## src/rtl/cpu7_ifu_iq.sv

```systemverilog
`default_nettype none
// ============================================================================
//  Module   : cpu7_ifu_iq
//  Purpose  : IFU instruction queue. Buffers fetched instructions together
//             with their PC and fetch-exception flag, and presents the
//             oldest entry to decode under a valid/ready handshake. A
//             pipeline flush discards every queued entry.
//  Ports    :
//    clk            core clock, rising edge
//    resetn         asynchronous active-low reset
//    fdp_iq_vld     fetch presents an instruction
//    fdp_iq_inst    fetched instruction word
//    fdp_iq_pc      PC of the fetched instruction
//    fdp_iq_excp    fetch exception flag for this PC
//    iq_fdp_rdy     queue can accept a push
//    iq_dec_vld     head entry valid for decode
//    iq_dec_inst    head instruction (NOP when the entry carries an exception)
//    iq_dec_pc      head PC
//    iq_dec_excp    head carries a fetch exception
//    dec_iq_rdy     decode consumes the head this cycle
//    exu_ifu_flush  flush all entries
//    iq_cnt         current occupancy
//  Revision : 1.0  initial release
// ============================================================================
module cpu7_ifu_iq #(
   parameter int DEPTH = 4,
   parameter int GRLEN = 32
) (
   input  logic                     clk,
   input  logic                     resetn,
   input  logic                     fdp_iq_vld,
   input  logic [31:0]              fdp_iq_inst,
   input  logic [GRLEN-1:0]         fdp_iq_pc,
   input  logic                     fdp_iq_excp,
   output logic                     iq_fdp_rdy,
   output logic                     iq_dec_vld,
   output logic [31:0]              iq_dec_inst,
   output logic [GRLEN-1:0]         iq_dec_pc,
   output logic                     iq_dec_excp,
   input  logic                     dec_iq_rdy,
   input  logic                     exu_ifu_flush,
   output logic [$clog2(DEPTH):0]   iq_cnt
);

   localparam int               C_AW   = $clog2(DEPTH);
   localparam int               C_CW   = C_AW + 1;
   localparam logic [C_CW-1:0]  C_FULL = C_CW'(DEPTH);
   // andi r0,r0,0 : harmless filler for entries that faulted in fetch
   localparam logic [31:0]      C_NOP  = 32'h0340_0000;

   // Data-only storage; never reset.
   logic [31:0]       r_inst [DEPTH];
   logic [GRLEN-1:0]  r_pc   [DEPTH];
   logic              r_excp [DEPTH];

   logic [C_AW-1:0]   r_wr_ptr;
   logic [C_AW-1:0]   r_rd_ptr;
   logic [C_CW-1:0]   r_count;

   logic              w_empty;
   logic              w_push;
   logic              w_pop;

   assign w_empty     = (r_count == '0);
   // Ready looks only at registered occupancy: a same-cycle pop never frees
   // a slot for a push when full.
   assign iq_fdp_rdy  = (r_count != C_FULL);
   assign iq_dec_vld  = !w_empty && !exu_ifu_flush;
   assign w_push      = fdp_iq_vld && iq_fdp_rdy && !exu_ifu_flush;
   assign w_pop       = iq_dec_vld && dec_iq_rdy;

   assign iq_dec_inst = r_excp[r_rd_ptr] ? C_NOP : r_inst[r_rd_ptr];
   assign iq_dec_pc   = r_pc[r_rd_ptr];
   // Gated with occupancy so the unreset flag storage cannot leak out of reset.
   assign iq_dec_excp = r_excp[r_rd_ptr] && !w_empty;
   assign iq_cnt      = r_count;

   always_ff @(posedge clk) begin
      if (w_push) begin
         r_inst[r_wr_ptr] <= fdp_iq_inst;
         r_pc[r_wr_ptr]   <= fdp_iq_pc;
         r_excp[r_wr_ptr] <= fdp_iq_excp;
      end
   end

   // Pointers wrap naturally because DEPTH is a power of two.
   always_ff @(posedge clk or negedge resetn) begin
      if (!resetn) begin
         r_wr_ptr <= '0;
         r_rd_ptr <= '0;
         r_count  <= '0;
      end else if (exu_ifu_flush) begin
         r_wr_ptr <= '0;
         r_rd_ptr <= '0;
         r_count  <= '0;
      end else begin
         if (w_push) r_wr_ptr <= r_wr_ptr + C_AW'(1);
         if (w_pop)  r_rd_ptr <= r_rd_ptr + C_AW'(1);
         case ({w_push, w_pop})
            2'b10:   r_count <= r_count + C_CW'(1);
            2'b01:   r_count <= r_count - C_CW'(1);
            default: r_count <= r_count;
         endcase
      end
   end

`ifndef SYNTHESIS
   always @(posedge clk) begin
      if (resetn) begin
         assert (r_count <= C_FULL);
         assert (!(w_pop && w_empty));
         assert (!(w_push && (r_count == C_FULL)));
      end
   end
`endif

endmodule
`default_nettype wire

```

## config.mk

```make
export PLATFORM = sky130hd
export DESIGN_NAME = cpu7_ifu_iq
export DESIGN_NICKNAME = d
export VERILOG_FILES = /design/src/rtl/cpu7_ifu_iq.sv
export SDC_FILE = /design/constraint.sdc
export NUM_CORES = 1
export LEC_CHECK = 0
export CAP_MARGIN = 20
export CORE_MARGIN = 2
export CORE_UTILIZATION = 40
export CTS_CLUSTER_SIZE = 10
export DETAILED_ROUTE_END_ITERATION = 10
export SLEW_MARGIN = 20
export SYNTH_ARGS = -nofsm -noshare
export SYNTH_HDL_FRONTEND = slang
export SYNTH_SLANG_ARGS = --single-unit
```

## constraint.sdc

```tcl
create_clock -name clk -period 3.2 [get_ports clk]
set_input_delay 0.64 -clock clk [delete_from_list [all_inputs] [get_ports clk]]
set_output_delay 0.64 -clock clk [all_outputs]
set_load 0.05 [all_outputs]
```

## After elaboration in Yosys (flattened, before gate mapping)

Memories as Yosys holds them, arrays and structs flattened.
Index checks and enable logic that the tools add are counted.

- Register bits: 7
- Latch bits: 0
- Memory bits (writable): 260
- ROM bits: 0
- Input bits: 70
- Output and inout bits: 70
- Word-level logic and storage cells: 33
- Memories kept: 3

- Add/subtract/negate cells: 4
- $mul: 0
- Div/mod/pow operators: 0
- Order comparisons: 0
- Equality and inequality tests: 3
- Shift-type cells: 0
- Muxes and demuxes: 9
- Bitwise logic cells: 0
- Reductions and logical operators: 11

Memory list:

| memory | words | width | read ports | clocked after Yosys merged registers in | write ports | RTL line | RTL |
|---|---|---|---|---|---|---|---|
| r_inst | 4 | 32 | 1 | 0 | 1 | 52 | `logic [31:0] r_inst [DEPTH];` |
| r_pc | 4 | 32 | 1 | 0 | 1 | 53 | `logic [GRLEN-1:0] r_pc [DEPTH];` |
| r_excp | 4 | 1 | 1 | 0 | 1 | 54 | `logic r_excp [DEPTH];` |

Operator list:

| kind | count |
|---|---|
| $mux W32 | 1 |
| $mux W2 | 4 |
| $pmux W3 S2 | 1 |
| $logic_and A1 B1 Y1 | 5 |
| $add A2 B1 Y2 const B | 2 |
| $reduce_bool A2 Y1 | 2 |
| $add A3 B1 Y3 const B | 1 |
| $logic_not A3 Y1 | 1 |
| $mux W3 | 1 |
| $ne A3 B3 Y1 const B | 1 |
| $reduce_bool A3 Y1 | 1 |
| $sub A3 B1 Y3 const B | 1 |
| $eq A2 B1 Y1 const B | 1 |
| $eq A2 B2 Y1 const B | 1 |
| $logic_not A1 Y1 | 2 |
| $mux W1 | 2 |

## Longest topological paths before layout

Gate-level depths: netlist (run 1).

- Word-level depth: 7
- Gate-level depth with buffers: 7
- Mapped depth without buffers: 6

## Worst setup path after synthesis (run 1)

Ideal clock, no wire load.

- Path type: reg-to-reg
- Start: reg r_count[0], in the netlist iq_cnt[0]
- End: mem r_excp[0], enable pin
- Setup time: 0.430 ns
- Data arrival time: 3.185 ns
- Data required time: 2.770 ns
- Slack: -0.415 ns
- Cell stages (with the launch flop): 5
- Buffers on the path: 1
- Period minus slack after synthesis: 3.615 ns
- Cell sequence: dfrtp_1 clkbuf_1 nor3b_1 inv_1 and3_1

- Word-level cells in the longest chain between the ends: 5

Ends and longest elaborated chain:

| what | RTL line | RTL |
|---|---|---|
| from (decl) | 58 | `logic [C_CW-1:0] r_count;` |
| from (signal assigned) | 100 | `2'b10: r_count <= r_count + C_CW'(1);` |
| from (signal assigned) | 101 | `2'b01: r_count <= r_count - C_CW'(1);` |
| from (signal assigned) | 102 | `default: r_count <= r_count;` |
| $ne A3 B3 Y1 | 67 | `assign iq_fdp_rdy = (r_count != C_FULL);` |
| named net iq_fdp_rdy | 35 | `output logic iq_fdp_rdy,` |
| $logic_and A1 B1 Y1 (2 in a row) | 69 | `assign w_push = fdp_iq_vld && iq_fdp_rdy && !exu_ifu_flush;` |
| $mux W1 | 79 | `if (w_push) begin` |
| $mux W1 (implied by the code) | 82 | `r_excp[r_wr_ptr] <= fdp_iq_excp;` |
| to (decl) | 54 |  |

The timed path passes the listed nets, and every way through them passes these cells.

## Worst setup path in the final report (run 1)

- Start: reg r_rd_ptr[0]
- End: out iq_dec_inst[20]

- Word-level cells in the longest chain between the ends: 2
- Elaborated cells between the ends (all ways): 3
- Those cells by class: 1 x mux; 2 x memory

Ends and longest elaborated chain:

| what | RTL line | RTL |
|---|---|---|
| from (decl) | 57 | `logic [C_AW-1:0] r_rd_ptr;` |
| from (signal assigned) | 98 | `if (w_pop) r_rd_ptr <= r_rd_ptr + C_AW'(1);` |
| $mem_v2 Z4 W32 or $mem_v2 Z4 W1 (tied branches) | - |  |
| $mux W32 * | 72 | `assign iq_dec_inst = r_excp[r_rd_ptr] ? C_NOP : r_inst[r_rd_ptr];` |
| to (decl) | 37 | `output logic [31:0] iq_dec_inst,` |

Every way passes the cells marked *; elsewhere a longest branch is shown, timed or not.

==> impl_metrics.tcl, run 1 <==
set metrics [dict create \
    status "complete, no violations" \
    synth_top_flop_cell "edfxtp_1" \
    worstPathArrival_ns 2.42 \
    relSlewSlack 0.656 \
    endpoint_kind "output pin" \
    worstPathRequired_ns 2.56 \
    wl_met3_um 1220 \
    layout_commonest_cell "edfxtp_1" \
    p_sw_frac 0.297 \
    rrSetupSlack_ns 0.88 \
    fin_skew_ns 0.00714 \
    final_cell_count_no_fill 951 \
    initialDrtViolationCount 326 \
    first_global_vias 5252 \
    io-pin-count 140 \
    place_inst 903 \
    syn_area_per_cell_sq_um 23.0 \
    die_y_um 163 \
    area_growth_pct 29.8 \
    pwr-share-seq 0.407 \
    via_count 4868 \
    drt.antenna.violating_nets 0 \
    comb_power_share 0.290 \
    setup_viol 0 \
    worst_pin_slew_ns 0.514 \
    antenna_cells 0 \
    cts_buffers 31 \
    hpwl_um 12600 \
    worstSetupPathType "flop to output pin" \
    rsz0062_at_grt "no" \
    final.min_clock_period_ns 3.06 \
    drc 0 \
    r2r_start "iq_cnt[0]$_DFFE_PN0P_" \
    core_sq_mm 0.0250 \
    finalPower_mw 10.1 \
    startpoint "r_rd_ptr[0]$_DFFE_PN0P_" \
    port_buffers 139 \
    clock-sinks 267 \
    r2r-end "iq_cnt[1]$_DFFE_PN0P_" \
    met1_length_um 8210 \
    reg2reg_depth 6 \
    syn_nets 516 \
    dpl_cell_area_sq_mm 0.0123 \
    clockBufferDepth 3 \
    drv_slew 0 \
    layout_common_cells "260 x edfxtp_1, 74 x clkdlybuf4s50_1, 65 x mux4_2, 42 x buf_4, 38 x buf_12" \
    via_per_inst 5.12 \
    maxCapViolCount 0 \
    grt_pass1_wl_um 30300 \
    cts_root_buf "clkbuf_16" \
    crit_path_max_fanout 33 \
    start_kind "flop" \
    routabilityCongestion 0.757 \
    dr.pass1.iters 4 \
    async_flop_share 0.0262 \
    fmax_ghz 0.327 \
    clk_pin_slew_ns 0.06 \
    internal_power_mw 7.11 \
    synthCells 441 \
    gr-total-overflow 0 \
    synth.distinct_cells 36 \
    leakagePower_nw 4.26 \
    synth_edf_count 260 \
    dr_wl_met2_um 9810 \
    antenna_found_initial 0 \
    ys_ff_latch 267 \
    start_util 0.405 \
    yosysSeqAreaShare 0.787 \
    fin_tns_setup_ns 0 \
    clock_latency_ns 0.54 \
    wire_per_inst_um 20.6 \
    period_share 0.956 \
    die_x_um 163 \
    grt_max_degree 43 \
    rows 58 \
    dieArea_sq_mm 0.0266 \
    cts_tree "yes" \
    top_layer "met4" \
    final_nets 681 \
    power_switching_mw 3.01 \
    post_cts_buffers 0 \
    drive_above_1_share 0.301 \
    ys_warn_count 0 \
    cellPowerDensity_mw_per_mm2 768 \
    min_path_type "input port to asynchronous set/reset pin" \
    power_frac_clock 0.302 \
    design_area_sq_mm 0.0132 \
    grt_use_total 0.150 \
    fin_hold_ws_ns 0.378 \
    finalHoldViolations 0 \
    peakVddDrop_mv 0.440 \
    syn_area_sq_mm 0.0101 \
    drt_wl_total_um 19600 \
    htreeDepth 1 \
]
-- synthesized netlist by cell type (all sizes together), types with 2 or more instances --
master  number  share of area
or2          3         0.0019
o22ai        3         0.0019
nor3b        2         0.0015
nor2b       30          0.019
ha           4         0.0049
nor3         2        0.00099
o21ai        3         0.0015
edfxtp     260           0.77
inv          6         0.0022
nand2b       2         0.0012
xor2         3         0.0026
nand3        2        0.00099
dfrtp        7          0.017
clkbuf       9         0.0035
buf         15         0.0097
a21oi        3         0.0015
and3         4         0.0025
nor2         5         0.0019
mux4        65           0.14
-- sequential cells by signal, summed over array words and instances (netlist names) --
name      cells
r_inst      128
r_pc        128
r_excp        4
iq_cnt        3
r_rd_ptr      2
r_wr_ptr      2
-- per-stage QoR --
step                utilization  setup slack [ns]
global placement          0.491             0.409
detailed placement        0.491             0.273
floorplan                     -             0.294
CTS                       0.526            0.0377
global route              0.526            0.0104
finish                    0.526             0.140
-- per-layer routing --
layer | track usage | vias up
li1 | - | 2158
met1 | 0.196 | 2518
met2 | 0.258 | 158
met3 | 0.0333 | 34
met4 | 0.0378 | 0
met5 | 0 | -
-- cells by family after synthesis --
kind of cell               share of synthesized area
AOI/OAI and AO/OA                             0.0132
and+or+nand+nor                               0.0304
DFF                                            0.787
muxes                                          0.144
buffers and inverters                         0.0154
adders and majority gates                    0.00691
xor gates and xnor gates                     0.00259
-- how the worst max path moves through the flow --
| stage | end | cells past startpoint | slack, ns |
|---|---|---|---|
| 2_1_floorplan | r_excp[0]$_DFFE_PP_ | 4 | 0.29 |
| 3_3_place_gp | iq_cnt[1]$_DFFE_PN0P_ | 7 | 0.41 |
| 3_5_place_dp | iq_cnt[1]$_DFFE_PN0P_ | 7 | 0.27 |
| 4_1_cts | iq_dec_inst[31] | 4 | 0.04 |
| 5_1_grt | iq_dec_inst[20] | 4 | 0.01 |
| 6_report | iq_dec_inst[20] | 4 | 0.14 |
-- critical path: stages (launching register included) --
cell and delay [ns]:
dfrtp_4 0.57, mux4_2 0.53, buf_4 0.27, nor2b_1 0.32
buf_12 0.18
-- power groups by stage --
stage / sequential (mW) / combinational [mW] / clock, mW
floorplan: 4.15 / 1.89 / 0
global placement: 4.18 / 2.97 / 0
detailed placement: 4.19 / 2.98 / 0
CTS: 4.12 / 3.00 / 3.14
global route: 4.14 / 3.09 / 3.29
finish: 4.12 / 2.94 / 3.06
-- area by class of cell --
| cell class | instances | area (sq um) |
|---|---|---|
| clock buffers | 44 | 825 |
| clock inverters | 4 | 47.5 |
| fillers | 1940 | 11900 |
| inverters | 6 | 22.5 |
| multi-input cells | 144 | 2020 |
| flip-flops and latches | 267 | 7990 |
| well taps | 330 | 413 |
| repair buffers | 156 | 1840 |
-- what timing repair did --
action                                  4_1_cts  5_1_grt
hold buffers                                  0        0
gates resized for setup                       1        2
endpoints found under the hold margin         0        0
endpoints found under the setup margin        1        2
Power figures use the tool's default switching activity.
==> inputs of run 2 (changes only) <==
--- a/config.mk
+++ b/config.mk
@@ -7,9 +7,10 @@
 export LEC_CHECK = 0
 export CAP_MARGIN = 20
 export CORE_MARGIN = 2
-export CORE_UTILIZATION = 40
-export CTS_CLUSTER_SIZE = 10
+export CORE_UTILIZATION = 55
 export DETAILED_ROUTE_END_ITERATION = 10
+export DONT_BUFFER_PORTS = 1
+export PLACE_DENSITY = 0.7
 export SLEW_MARGIN = 20
 export SYNTH_ARGS = -nofsm -noshare
 export SYNTH_HDL_FRONTEND = slang
==> run 2 against run 1 <==
Net effect: final cell count down 22%; sequential share of layout area rose by 7.9 points; sequential cell count unchanged; sequential power is 1% lower; global-route usage increased by 3.1 points; first-iteration DRC count fell by 27%; worst hold slack got worse by 0.19 ns; routed wire length shrank 9.9%; clock skew increased by 0.00082 ns; count of clock-buffer cells in the layout shrank 12; worst setup slack gained 0.074 ns; critical path type unchanged.
==> impl_metrics.tcl, run 2 (synthesized netlist as in run 1, its figures left out) <==
set metrics [dict create \
    area_growth_pct 14.8 \
    drt_wl_total_um 17600 \
    rsz0062_at_grt "no" \
    critPathSlowestCell "mux4_2" \
    htreeDepth 1 \
    fillers 1191 \
    fmax_ghz 0.335 \
    reg_top3 "r_inst (128), r_pc (128), r_excp (4)" \
    layout_commonest_cell "edfxtp_1" \
    setup_viol 0 \
    fin_tns_setup_ns 0 \
    drive_above_1_share 0.308 \
    clock_latency_ns 0.51 \
    routabilityCongestion 0.723 \
    status "complete, no violations" \
    port_buffers 0 \
    worst_pin_slew_ns 0.734 \
    design_area_sq_mm 0.0116 \
    start_kind "flop" \
    antenna_cells 0 \
    finalHoldViolations 0 \
    io-pin-count 140 \
    hpwl_um 10400 \
    fin_skew_ns 0.00796 \
    worstSetupPathType "flop to output pin" \
    layout_common_cells "260 x edfxtp_1, 65 x mux4_2, 40 x buf_4, 30 x nor2b_1, 27 x clkbuf_16" \
    crit_path_max_fanout 33 \
    period_share 0.933 \
    min_path_type "input port to flop" \
    crit_family "multiplexers" \
    via_count 4452 \
    antenna_found_initial 0 \
    final.min_clock_period_ns 2.99 \
    rows 49 \
    wire_per_inst_um 23.7 \
    die_y_um 140 \
    dieArea_sq_mm 0.0195 \
    max_stage_delay_ns 0.85 \
    worstPathRequired_ns 2.56 \
    die_x_um 140 \
    worstPathCellList "mux4_2 > or2_1 > buf_12" \
    worstPathArrival_ns 2.35 \
    drt.antenna.violating_nets 0 \
    clk_pin_slew_ns 0.06 \
    cts_buffers 27 \
    via_per_inst 5.98 \
    grt_max_degree 66 \
    drc 0 \
    cts_tree "yes" \
    clock-sinks 267 \
    dr.pass1.iters 4 \
    drv_slew 0 \
    core_sq_mm 0.0180 \
    maxCapViolCount 0 \
    grt_pass1_wl_um 27000 \
    grt_use_total 0.181 \
    clockBufferDepth 3 \
    initialDrtViolationCount 239 \
    gr-total-overflow 0 \
    cts_root_buf "clkbuf_16" \
    crit_buf_inv 1 \
    start_util 0.563 \
    leakagePower_nw 3.70 \
    cellPowerDensity_mw_per_mm2 801 \
    first_global_vias 4818 \
    dp_slack_ns 0.711 \
    peakVddDrop_mv 0.605 \
    relSlewSlack 0.511 \
    endpoint_kind "output pin" \
    worst_slack_ns 0.213 \
    final_nets 571 \
    dpl_cell_area_sq_mm 0.0108 \
]
==> run 2: routing by layer <==
metal | GRT usage | part of all wire | wire, um
met1 | 0.213 | 0.37 | 6610
met4 | 0.0453 | 0.015 | 272
met2 | 0.316 | 0.52 | 9220
met3 | 0.0692 | 0.088 | 1550
met5 | 0 | 0 | 0
==> run 2: power by group <==
part           internal, mW  total (mW)  switching [mW]
clock                  1.70        2.90            1.19
combinational         0.790        2.36            1.57
sequential             4.01        4.07          0.0606
==> run 2: final cells by class <==
cell class / instances / area, sq um / share of cell area
clock inverter: 17 / 134 / 0.0115
sequential: 267 / 7990 / 0.686
tap: 229 / 287 / 0.0246
clock buffer: 32 / 694 / 0.0597
multi-input combinational: 144 / 2020 / 0.174
timing repair buffer: 50 / 490 / 0.0421
inverter: 6 / 22.5 / 0.00193
==> run 2: worst paths after layout <==
check | slack (ns) | cells after the start | endpoint | startpoint
worst min-delay path | 0.19 | 1 | r_rd_ptr[1]$_DFFE_PN0P_ | exu_ifu_flush
worst max-delay path | 0.21 | 3 | iq_dec_inst[24] | r_rd_ptr[0]$_DFFE_PN0P_
worst min register to register | 0.62 | 2 | r_wr_ptr[1]$_DFFE_PN0P_ | r_wr_ptr[1]$_DFFE_PN0P_
max in group asynchronous | 2.42 | 1 | r_rd_ptr[0]$_DFFE_PN0P_ | resetn
min in group asynchronous | 0.48 | 1 | r_rd_ptr[1]$_DFFE_PN0P_ | resetn
worst max register to register | 0.82 | 7 | iq_cnt[1]$_DFFE_PN0P_ | iq_cnt[1]$_DFFE_PN0P_
==> run 2: what timing repair did <==
action | CTS | global route
endpoints found under the hold margin | 7 | 0
setup buffers | 0 | 0
gates resized for setup | 0 | 0
hold buffers | 1 | 0
==> run 2: metrics by stage <==
stage / util / instances / power, mW / hold slack (ns)
finish: 0.646 / 745 / 9.32 / 0.185
detailed placement: 0.599 / 695 / 6.53 / 0.345
floorplan: - / 441 / 6.04 / 0.344
CTS: 0.646 / 745 / 9.43 / 0.166
global placement: 0.599 / 695 / 6.49 / 0.345
global route: 0.646 / 745 / 9.66 / 0.167
==> inputs of run 3 (changes only) <==
==> constraint.sdc (replaced) <==
create_clock -name clk -period 3.2 [get_ports clk]
set_input_delay 0.64 -clock clk [delete_from_list [all_inputs] [get_ports clk]]
set_output_delay 0.64 -clock clk [all_outputs]
set_load 0.005 [all_outputs]
==> run 3 against run 2 <==
Net effect: combinational power fell by 52%; critical endpoint unchanged; total power is 12% lower; cell area fell by 2.8%; critical path depth fell by 1; first-iteration DRC count up 53%; sequential share of layout area increased by 2.0 points.
==> impl_metrics.tcl, run 3 (synthesized netlist as in run 1, its figures left out) <==
set metrics [dict create \
    die_x_um 140 \
    finalHoldViolations 0 \
    rsz0062_at_grt "no" \
    first_global_vias 4628 \
    finalPower_mw 8.21 \
    fin_skew_ns 0.0184 \
    min_path_type "input port to flop" \
    die_y_um 140 \
    crit_path_max_fanout 33 \
    peakVddDrop_mv 0.627 \
    clock_latency_ns 0.52 \
    via_count 4307 \
    grt_pass1_wl_um 27000 \
    drv_slew 0 \
    drive_above_1_share 0.245 \
    gr-total-overflow 0 \
    worstPathRequired_ns 2.56 \
    final.min_clock_period_ns 2.93 \
    cts_buffers 27 \
    worstSetupPathType "flop to output pin" \
    final_nets 534 \
    fmax_ghz 0.341 \
    clockBufferDepth 3 \
    routabilityCongestion 0.780 \
    clk_pin_slew_ns 0.06 \
    initialDrtViolationCount 366 \
    period_share 0.917 \
    core_sq_mm 0.0180 \
    grt_max_degree 52 \
    seqCellArea_sq_mm 0.00799 \
    start_util 0.563 \
    antenna_cells 0 \
    fin_tns_setup_ns 0 \
    io-pin-count 140 \
    maxCapViolCount 0 \
    fin_hold_ws_ns 0.180 \
    antenna_found_initial 0 \
    final_util 0.628 \
    hpwl_um 10400 \
    drt.antenna.violating_nets 0 \
    dr.pass1.iters 4 \
    fillers 1217 \
    area_growth_pct 11.5 \
    cts_root_buf "clkbuf_16" \
    drt_wl_total_um 17400 \
    via_per_inst 6.09 \
    cts_tree "yes" \
    worstPathArrival_ns 2.29 \
    drc 0 \
    endpoint_kind "output pin" \
    reg_top3 "r_inst (128), r_pc (128), r_excp (4)" \
    multi_input_area_sq_mm 0.00202 \
    place_inst 658 \
    dp_slack_ns 0.748 \
    worst_slack_ns 0.266 \
    htreeDepth 1 \
    wire_per_inst_um 24.6 \
    clock-sinks 267 \
    layout_commonest_cell "edfxtp_1" \
    layout_common_cells "260 x edfxtp_1, 65 x mux4_2, 30 x nor2b_1, 27 x clkbuf_16, 9 x clkbuf_1" \
    rows 49 \
    start_kind "flop" \
    leakagePower_nw 3.49 \
    relSlewSlack 0.507 \
    final_cell_count_no_fill 707 \
    worst_pin_slew_ns 0.740 \
    cellPowerDensity_mw_per_mm2 726 \
    design_area_sq_mm 0.0113 \
    port_buffers 0 \
    status "complete, no violations" \
    dieArea_sq_mm 0.0195 \
    setup_viol 0 \
    grt_use_total 0.181 \
    dpl_cell_area_sq_mm 0.0105 \
]
## run 3: cell types whose count changed in the layout (fill, tap and decap cells not counted)
cell,previous run,this run
bufinv_16,2,3
clkinvlp_4,2,1
clkinv_2,8,3
buf_4,40,8
clkbuf_1,5,9
buf_12,9,4
## run 3: routing by layer
layer	track usage	routed length [um]	vias to the layer above
li1	-	-	1866
met1	0.224	6540	2273
met2	0.311	9070	139
met3	0.0643	1440	29
met4	0.0405	339	0
met5	0	0	-
## run 3: power breakdown
group | internal, mW | total [mW] | switching [mW]
registers | 4.01 | 4.11 | 0.110
clock network | 1.79 | 2.96 | 1.17
logic | 0.575 | 1.14 | 0.561
total | 6.37 | 8.21 | 1.84
## run 3: path summary, 6_finish.rpt
| path | from | end | cells past startpoint | slack [ns] |
|---|---|---|---|---|
| worst max-delay path | r_rd_ptr[0]$_DFFE_PN0P_ | iq_dec_inst[24] | 2 | 0.27 |
| worst min-delay path | exu_ifu_flush | r_rd_ptr[1]$_DFFE_PN0P_ | 1 | 0.18 |
| worst max register to register | iq_cnt[0]$_DFFE_PN0P_ | iq_cnt[1]$_DFFE_PN0P_ | 6 | 0.92 |
| worst min register to register | r_wr_ptr[1]$_DFFE_PN0P_ | r_wr_ptr[1]$_DFFE_PN0P_ | 2 | 0.61 |
| max in group asynchronous | resetn | r_rd_ptr[0]$_DFFE_PN0P_ | 1 | 2.42 |
| min in group asynchronous | resetn | iq_cnt[0]$_DFFE_PN0P_ | 1 | 0.47 |
## run 3: cell type report
type / count / share of cell area
Sequential cell: 267 / 0.706
Multi-Input combinational cell: 144 / 0.179
Clock buffer: 36 / 0.0627
Tap cell: 229 / 0.0253
Timing Repair Buffer: 13 / 0.0133
Clock inverter: 12 / 0.0116
Inverter: 6 / 0.00199
## run 3: critical path: stages (launching register included)
cell	delay (ns)
dfrtp_4	0.53
mux4_2	0.88
or2_1	0.38
## run 3: repair_timing
item	in CTS	in global routing
setup buffers	0	0
resized for setup	0	0
endpoints found under the hold margin	7	0
hold buffers	1	0
